### config.mk
export PLATFORM = sky130hd
export DESIGN_NAME = alu_sequencer_flat
export DESIGN_NICKNAME = d
export VERILOG_FILES = /design/src/rtl/alu_sequencer_if.sv /design/src/rtl/alu_sequencer.sv /design/src/flat_wrapper.sv
export SDC_FILE = /design/constraint.sdc
export NUM_CORES = 1
export LEC_CHECK = 0
export CAP_MARGIN = 20
export CORE_MARGIN = 2
export CORE_UTILIZATION = 41
export CTS_CLUSTER_DIAMETER = 40
export DETAILED_ROUTE_END_ITERATION = 8
export PLACE_DENSITY = 0.87
export SLEW_MARGIN = 20
export SYNTH_ARGS = -nofsm -noshare
export SYNTH_HDL_FRONTEND = slang
export SYNTH_SLANG_ARGS = --single-unit
### constraint.sdc
create_clock -name clk -period 2 [get_ports clk]
set_clock_uncertainty 0.05 [all_clocks]
set_input_delay 0.4 -clock clk [delete_from_list [all_inputs] [get_ports clk]]
set_output_delay 0.4 -clock clk [all_outputs]
set_load 0.05 [all_outputs]
### src/rtl/alu_sequencer_if.sv
// rtl/alu_sequencer_if.sv - instruction fetch handshake into the ALU sequencer
interface alu_sequencer_if;
  logic [15:0] instr;
  logic        instr_valid;
  logic        instr_ready;

  modport master (
    output instr,
    output instr_valid,
    input  instr_ready
  );

  modport slave (
    input  instr,
    input  instr_valid,
    output instr_ready
  );
endinterface

### src/rtl/alu_sequencer.sv
// rtl/alu_sequencer.sv - multi-cycle sequencer: accept, read operands, drive ALU, write back to Rx
module alu_sequencer #(
  parameter int WIDTH = 16,
  parameter int RA_W  = 3
) (
  input  logic             clk,
  input  logic             reset,
  alu_sequencer_if.slave   bus,
  output logic [RA_W-1:0]  rf_raddr,
  input  logic [WIDTH-1:0] rf_rdata,
  output logic             rf_we,
  output logic [RA_W-1:0]  rf_waddr,
  output logic [WIDTH-1:0] rf_wdata,
  output logic [WIDTH-1:0] alu_a,
  output logic [WIDTH-1:0] alu_b,
  output logic [2:0]       alu_sel,
  input  logic [WIDTH-1:0] alu_out,
  output logic             busy,
  output logic             done,
  output logic             err,
  output logic [WIDTH-1:0] result
);

  typedef enum logic [2:0] {
    S_IDLE   = 3'd0,
    S_LOAD_A = 3'd1,
    S_LOAD_B = 3'd2,
    S_EXEC   = 3'd3,
    S_WRITE  = 3'd4,
    S_ERR    = 3'd5
  } state_t;

  state_t           r_state;
  state_t           w_next;
  logic [15:0]      r_instr;
  logic [WIDTH-1:0] r_op_a;
  logic [WIDTH-1:0] r_op_b;
  logic [WIDTH-1:0] r_result;

  logic             w_ready;
  logic             w_accept;
  logic [1:0]       w_fmt;
  logic [RA_W-1:0]  w_rx;
  logic [RA_W-1:0]  w_ry;
  logic [WIDTH-1:0] w_imm;

  assign w_ready  = (r_state == S_IDLE);
  assign w_accept = bus.instr_valid && w_ready;
  assign w_fmt    = r_instr[1:0];
  assign w_rx     = RA_W'(r_instr[15:13]);
  assign w_ry     = RA_W'(r_instr[12:10]);
  assign w_imm    = WIDTH'(r_instr[12:5]);

  assign bus.instr_ready = w_ready;
  assign busy            = !w_ready;
  assign alu_a           = r_op_a;
  assign alu_b           = r_op_b;
  assign alu_sel         = r_instr[4:2];
  assign rf_waddr        = w_rx;
  assign rf_wdata        = r_result;
  assign result          = r_result;

  always_ff @(posedge clk) begin
    if (reset) begin
      r_state  <= S_IDLE;
      r_instr  <= '0;
      r_op_a   <= '0;
      r_op_b   <= '0;
      r_result <= '0;
    end else begin
      r_state <= w_next;
      case (r_state)
        S_IDLE: begin
          if (w_accept) r_instr <= bus.instr;
        end
        S_LOAD_A: begin
          r_op_a <= rf_rdata;
          // immediate operand is loaded alongside Rx so immediates skip LOAD_B
          if (w_fmt == 2'b01) r_op_b <= w_imm;
        end
        S_LOAD_B: r_op_b   <= rf_rdata;
        S_EXEC:   r_result <= alu_out;
        default: ;
      endcase
    end
  end

  always_comb begin
    w_next   = r_state;
    rf_raddr = '0;
    rf_we    = 1'b0;
    done     = 1'b0;
    err      = 1'b0;
    case (r_state)
      S_IDLE: begin
        // fmt decode here uses the live word; only bit 1 separates legal from illegal
        if (w_accept) w_next = bus.instr[1] ? S_ERR : S_LOAD_A;
      end
      S_LOAD_A: begin
        rf_raddr = w_rx;
        w_next   = (w_fmt == 2'b00) ? S_LOAD_B : S_EXEC;
      end
      S_LOAD_B: begin
        rf_raddr = w_ry;
        w_next   = S_EXEC;
      end
      S_EXEC: w_next = S_WRITE;
      S_WRITE: begin
        rf_we  = 1'b1;
        done   = 1'b1;
        w_next = S_IDLE;
      end
      S_ERR: begin
        done   = 1'b1;
        err    = 1'b1;
        w_next = S_IDLE;
      end
      default: w_next = S_IDLE;
    endcase
  end

endmodule
### src/flat_wrapper.sv
// flat-port wrapper written by rule: the top's interface ports become plain ports
module alu_sequencer_flat 
#(
  parameter int WIDTH = 16,
  parameter int RA_W  = 3
)
  (clk, reset, rf_raddr, rf_rdata, rf_we, rf_waddr, rf_wdata, alu_a, alu_b, alu_sel, alu_out, busy, done, err, result, bus_instr, bus_instr_valid, bus_instr_ready);
  alu_sequencer_if bus_i ();
  input  logic clk;
  input  logic reset;
  output logic [RA_W-1:0] rf_raddr;
  input  logic [WIDTH-1:0] rf_rdata;
  output logic rf_we;
  output logic [RA_W-1:0] rf_waddr;
  output logic [WIDTH-1:0] rf_wdata;
  output logic [WIDTH-1:0] alu_a;
  output logic [WIDTH-1:0] alu_b;
  output logic [2:0] alu_sel;
  input  logic [WIDTH-1:0] alu_out;
  output logic busy;
  output logic done;
  output logic err;
  output logic [WIDTH-1:0] result;
  input wire logic [$bits(bus_i.instr)-1:0] bus_instr;
  input wire logic [$bits(bus_i.instr_valid)-1:0] bus_instr_valid;
  output wire logic [$bits(bus_i.instr_ready)-1:0] bus_instr_ready;
  assign bus_i.instr = bus_instr;
  assign bus_i.instr_valid = bus_instr_valid;
  assign bus_instr_ready = bus_i.instr_ready;
  alu_sequencer #(.WIDTH(WIDTH), .RA_W(RA_W)) u_core (.clk(clk), .reset(reset), .bus(bus_i), .rf_raddr(rf_raddr), .rf_rdata(rf_rdata), .rf_we(rf_we), .rf_waddr(rf_waddr), .rf_wdata(rf_wdata), .alu_a(alu_a), .alu_b(alu_b), .alu_sel(alu_sel), .alu_out(alu_out), .busy(busy), .done(done), .err(err), .result(result));
endmodule
* Yosys cells after proc, flatten, opt, wreduce, memory -nomap -nowiden
Cells that the tools add are included.
Operators by class: multiplexer cells 10, eq/ne operators 8, reductions and logical operators 8
Operator list (count):
- 16-bit case mux with 2 select lines | 1
- 16-bit 2-to-1 mux | 1
- 3-bit case mux with 4 select lines | 1
- 3-bit by 2-bit equality test with 1-bit output, second input constant | 2
- 3-bit equality test, second input constant | 2
- 3-bit 2-to-1 mux | 2
- 3-bit case mux with 2 select lines | 1
- 1-bit 2-to-1 mux | 4
- 2-bit AND reduction | 2
- 3-bit by 1-bit equality test with 1-bit output, second input constant | 1
- 3-bit logical NOT | 1
- 2-bit by 1-bit equality test with 1-bit output, second input constant | 1
- 2-bit logical NOT | 1
- 2-bit by 1-bit inequality test with 1-bit output, second input constant | 1
- 2-bit inequality test, second input constant | 1
- 2-bit nonzero test | 1
- 2-bit OR reduction | 1
- 1-bit logical AND | 1
- 1-bit logical NOT | 1
Storage, ports and cells: output and inout bits 78, word-level logic and storage cells 31, flip-flop bits (word level) 67

* Depth between registers and ports, before layout
Gate-level depths: netlist of the first run.
depth in word-level cells 4, depth in mapped cells 6, mapped depth without buffers 3

* Worst setup path before layout of the first run
No wires, ideal clock.
kind register -> output, start point register u_core.r_state[2], end point output port rf_we, data arrival time 2367 ps, setup slack -817 ps, path buffers 2, cell stages (with the launch flop) 5, cell sequence dfxtp_1 > buf_2 > clkbuf_1 > nor2b_1 > nor2b_1
On the way: word-level cells in the longest chain between the ends 2
Ends and longest elaborated chain:
- start: declaration | line alu_sequencer.sv:33 | state_t r_state;
- start signal: assignment | line alu_sequencer.sv:71 | r_state <= w_next;
- 3-bit equality test | line alu_sequencer.sv:94 | case (r_state)
- 1-bit 2-to-1 mux | line alu_sequencer.sv:94
- end: declaration | line flat_wrapper.sv:13 | output logic rf_we;
No other way between the ends.

* Final worst setup path of the first run
start point register u_core.r_result[9], in the netlist u_core.result[9], end point output port result[9]
RTL lines:
- start: declaration | line alu_sequencer.sv:38 | logic [WIDTH-1:0] r_result;
- start signal: assignment | line alu_sequencer.sv:82 | S_EXEC: r_result <= alu_out;
- end: declaration | line flat_wrapper.sv:23 | output logic [WIDTH-1:0] result;
No word-level cell between the ends.

==> qor.csv, run 1 <==
metric,value,unit
cp_cell_sequence,clkdlybuf4s50_1,
cts.htree.levels,3,
comb_power_share,0.293,
netlist.area_leader.share,0.475,
ant_nets,0,
hold_viol,0,
dp_cells,495,
gp_congestion,0.797,
power_frac_seq,0.374,
row_count,30,
post_dp_cell_area,4070,sq um
fillers,558,
p_switching,1.31,mW
worst_path_max_delay_cell,clkdlybuf4s50_1,
multi_input_area,1210,sq um
critical_path.top_delay_family,buffers and inverters,
wl_met2,3800,microns
io_buffers,128,
die_w,87.0,microns
syn_area_per_cell,8.68,sq um
total_power,4.08,mW
cp_data_arrival_time,1.50,ns
cp.required,1.55,ns
ys_warn_count,0,
cts_buffers,9,
clockRootBuffer,clkbuf_8,
timing.critical_path.slowest_cell_delay,0.81,ns
ir_drop,504,uV
diodes,0,
grt_use_total,0.192,
max_freq,513,MHz
clk_pin_slew,0.07,ns
wl,7470,microns
synth_area_leaders,"dfxtp_1 48%, nand2_1 13%, a21oi_1 8.7%, buf_4 6.7%, a221oi_2 4.3%",
regArea,1350,sq um
crit_path_max_fanout,3,
swShare,0.320,
ys_ff_latch,67,
cts-root-to-sink-buffers,2,
outcome,finished clean,
grt_max_degree,25,
die_y,87.0,microns
final_nets,477,
final_common_cell,clkdlybuf4s50_1,
clkSinkCount,67,
met3_length,477,microns
worstMarginPinSlew,0.659,ns
first_pass_iters,4,
synth_nets,376,
worstSkewPairLatency,0.34,ns
p_per_area,935,nW/um^2
die-area,7560,sq um
p_int,2.77,mW
grt_pass1_vias,2457,
drive_gt1_frac,0.144,
highest_layer,met4,
pin_count,129,
initial_utilization,0.420,
vias_per_cell,5.09,
worstHoldPathType,reg -> reg,
final_cell_mix,"100 x clkdlybuf4s50_1, 96 x nand2_1, 65 x dfxtp_1",
p_leak,1.80,nW
path_class,reg -> out,
max_cap_viol_count,0,
antenna_found_initial,0,
cp.buffers_inverters,1,
post-dp-hpwl,5460,microns
rsz0062_at_grt,yes,
synth.largest_area_cell,dfxtp_1,
wl_per_cell,14.6,microns
synth.distinct_cells,30,
period_needed,1.95,ns
fin_area,4360,sq um
grt_pass1_wl,11400,microns
postSynthCellCount,325,
slew_violations,0,
vias,2602,
end_kind,output pin,
drc,0,
relSlewSlack,0.560,
pwr-share-clk,0.333,
finalSetupViolCount,0,
fin_cells,511,
syn_to_final_growth,54.7,%
postCtsSetupBuffers,0,
cp-start-kind,register,
drt_iter0_drc,61,
post-route-period-util,0.974,
yosysSeqAreaShare,0.475,
met1Wirelength,3150,microns
core_area,6720,sq um
overflow,0,
synthesis.area,2820,sq um
cts_tree,built,
[power by group through the flow]
stage | combinational (mW) | sequential [mW] | clock (mW)
after floorplan | 0.549 | 1.78 | 0
after global placement | 1.18 | 1.55 | 0
after detailed placement | 1.19 | 1.55 | 0
after CTS | 1.20 | 1.53 | 1.39
after global routing | 1.26 | 1.54 | 1.44
final | 1.20 | 1.53 | 1.36
[cells by family (layout without fill, tap and decap cells)]
group                  count (synthesis)  in the layout  synth area share
AND/OR/NAND/NOR                      128            128             0.208
AO/OA/AOI/OAI                         73             73             0.180
flip-flops                            67             67             0.475
buffers and inverters                 49            155             0.108
multiplexers                           8              8            0.0284
[final timing paths]
kind / from / end / slack [ns] / cells after the start
max reg2reg: u_core.r_state[1] / u_core.alu_b[2] / 0.32 / 3
min: u_core.alu_a[11] / u_core.alu_a[11] / 0.41 / 2
min reg2reg: u_core.alu_a[11] / u_core.alu_a[11] / 0.41 / 2
max: u_core.result[9] / result[9] / 0.05 / 1
[cells in the mapped netlist]
cell and count:
or3_1 1, a21oi_1 49, nor2_1 11, nand2_1 96, clkbuf_1 10, a22oi_1 3, nor4b_4 1, nor3b_2 2
dfxtp_1 67, o21ba_2 1, or3b_2 1, and2_1 1, o21bai_1 2, nor2b_1 4, and3b_1 1, nor4bb_1 2
buf_4 25, buf_6 2, mux2i_1 8, nor3_2 1, a2111oi_0 1, nor3_1 2, inv_1 2, a211oi_1 1
buf_2 10, nand2b_1 2, or4b_1 2, nand3b_1 1, a221oi_2 8, a32o_1 8
[flip-flops by register name, indices dropped and copies added (netlist names)]
signal,count
u_core.r_state,3
u_core.r_instr,16
u_core.result,16
u_core.alu_a,16
u_core.alu_b,16
[layout make-up]
class	instances	share of cell area
timing repair buffer	137	0.334
sequential	67	0.308
multi-input combinational	209	0.277
clock buffer	11	0.0324
clock inverter	5	0.0229
tap	80	0.0229
inverter	2	0.00258
[stage by stage]
step,setup TNS (ns),utilization,hold slack (ns),setup WS [ns]
4_1_cts,0,0.643,0.410,0.00586
3_3_place_gp,0,0.605,0.393,0.139
3_5_place_dp,0,0.605,0.400,0.106
5_1_grt,-0.00334,0.650,0.426,-0.00334
6_report,0,0.650,0.405,0.0512
2_1_floorplan,-0.0757,-,0.386,-0.0233
[routing by layer]
layer  vias up  global-route usage
li1       1278                   -
met1      1224               0.223
met2        93               0.344
met3         7              0.0502
met4         0              0.0568
met5         -                   0
[repair_timing]
item | 4_1_cts | 5_1_grt
gates resized for setup | 7 | 18
hold buffers | 0 | 0
setup endpoints to repair | 7 | 20
pin swaps | 1 | 1
No activity file was read; power rests on OpenSTA's default activity.
==> run 2, diff against run 1 <==
--- a/config.mk
+++ b/config.mk
@@ -7,10 +7,11 @@
 export LEC_CHECK = 0
 export CAP_MARGIN = 20
 export CORE_MARGIN = 2
-export CORE_UTILIZATION = 41
+export CORE_UTILIZATION = 37
 export CTS_CLUSTER_DIAMETER = 40
 export DETAILED_ROUTE_END_ITERATION = 8
-export PLACE_DENSITY = 0.87
+export GPL_TIMING_DRIVEN = 0
+export PLACE_DENSITY = 0.84
 export SLEW_MARGIN = 20
 export SYNTH_ARGS = -nofsm -noshare
 export SYNTH_HDL_FRONTEND = slang
==> constraint.sdc (replaced) <==
create_clock -name clk -period 1.6 [get_ports clk]
set_clock_uncertainty 0.05 [all_clocks]
set_input_delay 0.32 -clock clk [delete_from_list [all_inputs] [get_ports clk]]
set_output_delay 0.32 -clock clk [all_outputs]
set_load 0.05 [all_outputs]
==> run 2 against run 1 <==
Compared with the run above:
- the flow now finishes with violations (setup timing)
- via count up 6.3%
- register-to-register slack got worse by 0.35 ns
- global-route usage is 0.093 points higher
- cell count grew 12%
- sequential share of layout area is 1.4 points lower
- sequential power is 25% higher
- power is 23% higher
- die area is 10% higher
- hold slack worse by 0.16 ns
- wire length rose by 8.2%
- highest routed layer unchanged
==> qor.csv, run 2 (same netlist as run 1, synthesis figures left out) <==
metric,value,unit,change
diodes,0,,unchanged
place_worst_setup_slack,-0.716,ns,-0.821 ns
grt_use_total,0.193,,+0.000927
cts.htree.levels,3,,unchanged
drt_iter0_drc,112,,+84%
cts_tree,built,,
p_leak,1.79,nW,-0.52%
drc,0,,unchanged
die-area,8340,sq um,+10%
wl_per_cell,14.1,microns,-3.7%
cts-root-to-sink-buffers,2,,unchanged
cp-start-kind,register,,
period_needed,1.81,ns,
die_y,91.3,microns,+5.0%
pin_count,129,,unchanged
final_nets,521,,+9.2%
fin_area,4600,sq um,+5.3%
total_power,5.00,mW,+23%
hold_ws,0.247,ns,-0.158 ns
cts_buffers,9,,unchanged
outcome,"finished, violations left",,
drive_gt1_frac,0.335,,+0.191
final_common_cell,nand2_1,,
final_cell_mix,"96 x nand2_1, 64 x dfxtp_1, 49 x a21oi_1, 49 x clkdlybuf4s50_1, 36 x buf_4",,
ir_drop,608,uV,+21%
violations,setup timing,,
worstHoldPathType,in -> reg,,
die_w,91.3,microns,+5.0%
grt_max_degree,12,,-52%
post-route-period-util,1.13,,
worstMarginPinSlew,0.607,ns,-0.0519 ns
wl,8080,microns,+8.2%
first_pass_iters,5,,+1
io_buffers,127,,-0.78%
max_cap_viol_count,0,,unchanged
row_count,31,,+3.3%
ant_nets,0,,unchanged
p_per_area,1090,nW/um^2,+16%
clk_pin_slew,0.07,ns,about the same
relSlewSlack,0.595,,+0.0355
vias_per_cell,4.82,,-5.3%
worstSkewPairLatency,0.34,ns,about the same
gp_congestion,0.794,,-0.36%
cp_data_arrival_time,1.44,ns,-0.06 ns
crit_path_max_fanout,4,,+1
worst_slack,-0.213,ns,-0.264 ns
syn_to_final_growth,62.9,%,
cp.required,1.23,ns,-0.32 ns
tns,-1.09,ns,-1.09 ns
post_dp_cell_area,4300,sq um,+5.8%
path_class,reg -> out,,
antenna_found_initial,0,,unchanged
hold_viol,0,,unchanged
initial_utilization,0.385,,-0.0350
clockRootBuffer,clkbuf_8,,
grt_pass1_wl,12600,microns,+11%
rsz0062_at_grt,yes,,
slew_violations,0,,unchanged
end_kind,output pin,,
core_area,7330,sq um,+9.1%
clkSinkCount,67,,unchanged
post-dp-hpwl,5840,microns,+7.0%
r2r_slack,-0.03,ns,-0.35 ns
grt_pass1_vias,2661,,+8.3%
vias,2767,,+6.3%
finalSetupViolCount,23,,+23
max_freq,551,MHz,
overflow,0,,unchanged
-- run 2: cell count changes in the layout (fill, tap and decap cells not counted), sizes merged --
cell	change
buf	+37
clkdlybuf4s15	+40
dlygate4sd2	-1
bufinv	-1
clkbuf	+33
clkdlybuf4s50	-51
dlymetal6s2s	-15
clkinv	+2
-- run 2: worst max-delay path: stages, from the launching register on --
cell,delay [ns]
dfxtp_4,0.36
buf_8,0.12
or3_4,0.40
clkinvlp_4,0.08
buf_8,0.13
-- run 2: final timing paths --
check                      end  cells past startpoint               from
max            bus_instr_ready                      4  u_core.r_state[0]
min reg2reg  u_core.r_instr[2]                      2  u_core.r_instr[2]
max reg2reg  u_core.r_instr[4]                      6  u_core.r_state[0]
min          u_core.r_state[0]                      2              reset
-- run 2: where the power goes --
group	internal [mW]	switching (mW)	leakage, nW
clock network	0.867	0.631	0.110
logic	0.629	0.968	1.13
registers	1.81	0.0987	0.548
total	3.30	1.70	1.79
-- run 2: layer usage --
metal | vias to the layer above | share of wire | GRT usage
li1 | 1368 | - | -
met1 | 1296 | 0.43 | 0.214
met2 | 94 | 0.51 | 0.351
met3 | 9 | 0.047 | 0.0481
met4 | 0 | 0.013 | 0.0745
met5 | - | 0 | 0
-- run 2: final cells by class --
class	count	area, sq um
clock buffers	10	128
fillers	621	2740
repair buffers	140	1270
clock inverters	6	80.1
inverters	2	11.3
multi-input cells	209	1300
flip-flops and latches	67	1350
well taps	99	124
plain buffers	41	323
-- run 2: timing repair --
item / CTS / global route
hold endpoints to repair: 0 / 0
pin swaps: 10 / 5
cloned: 0 / 0
setup buffers: 12 / 2
hold buffers: 0 / 0
gates resized for setup: 237 / 60
endpoints found under the setup margin: 124 / 101
-- run 2: through the flow --
stage | utilization | cells
detailed placement | 0.586 | 551
global placement | 0.586 | 551
CTS | 0.641 | 576
global route | 0.627 | 574
finish | 0.627 | 574
floorplan | - | 325
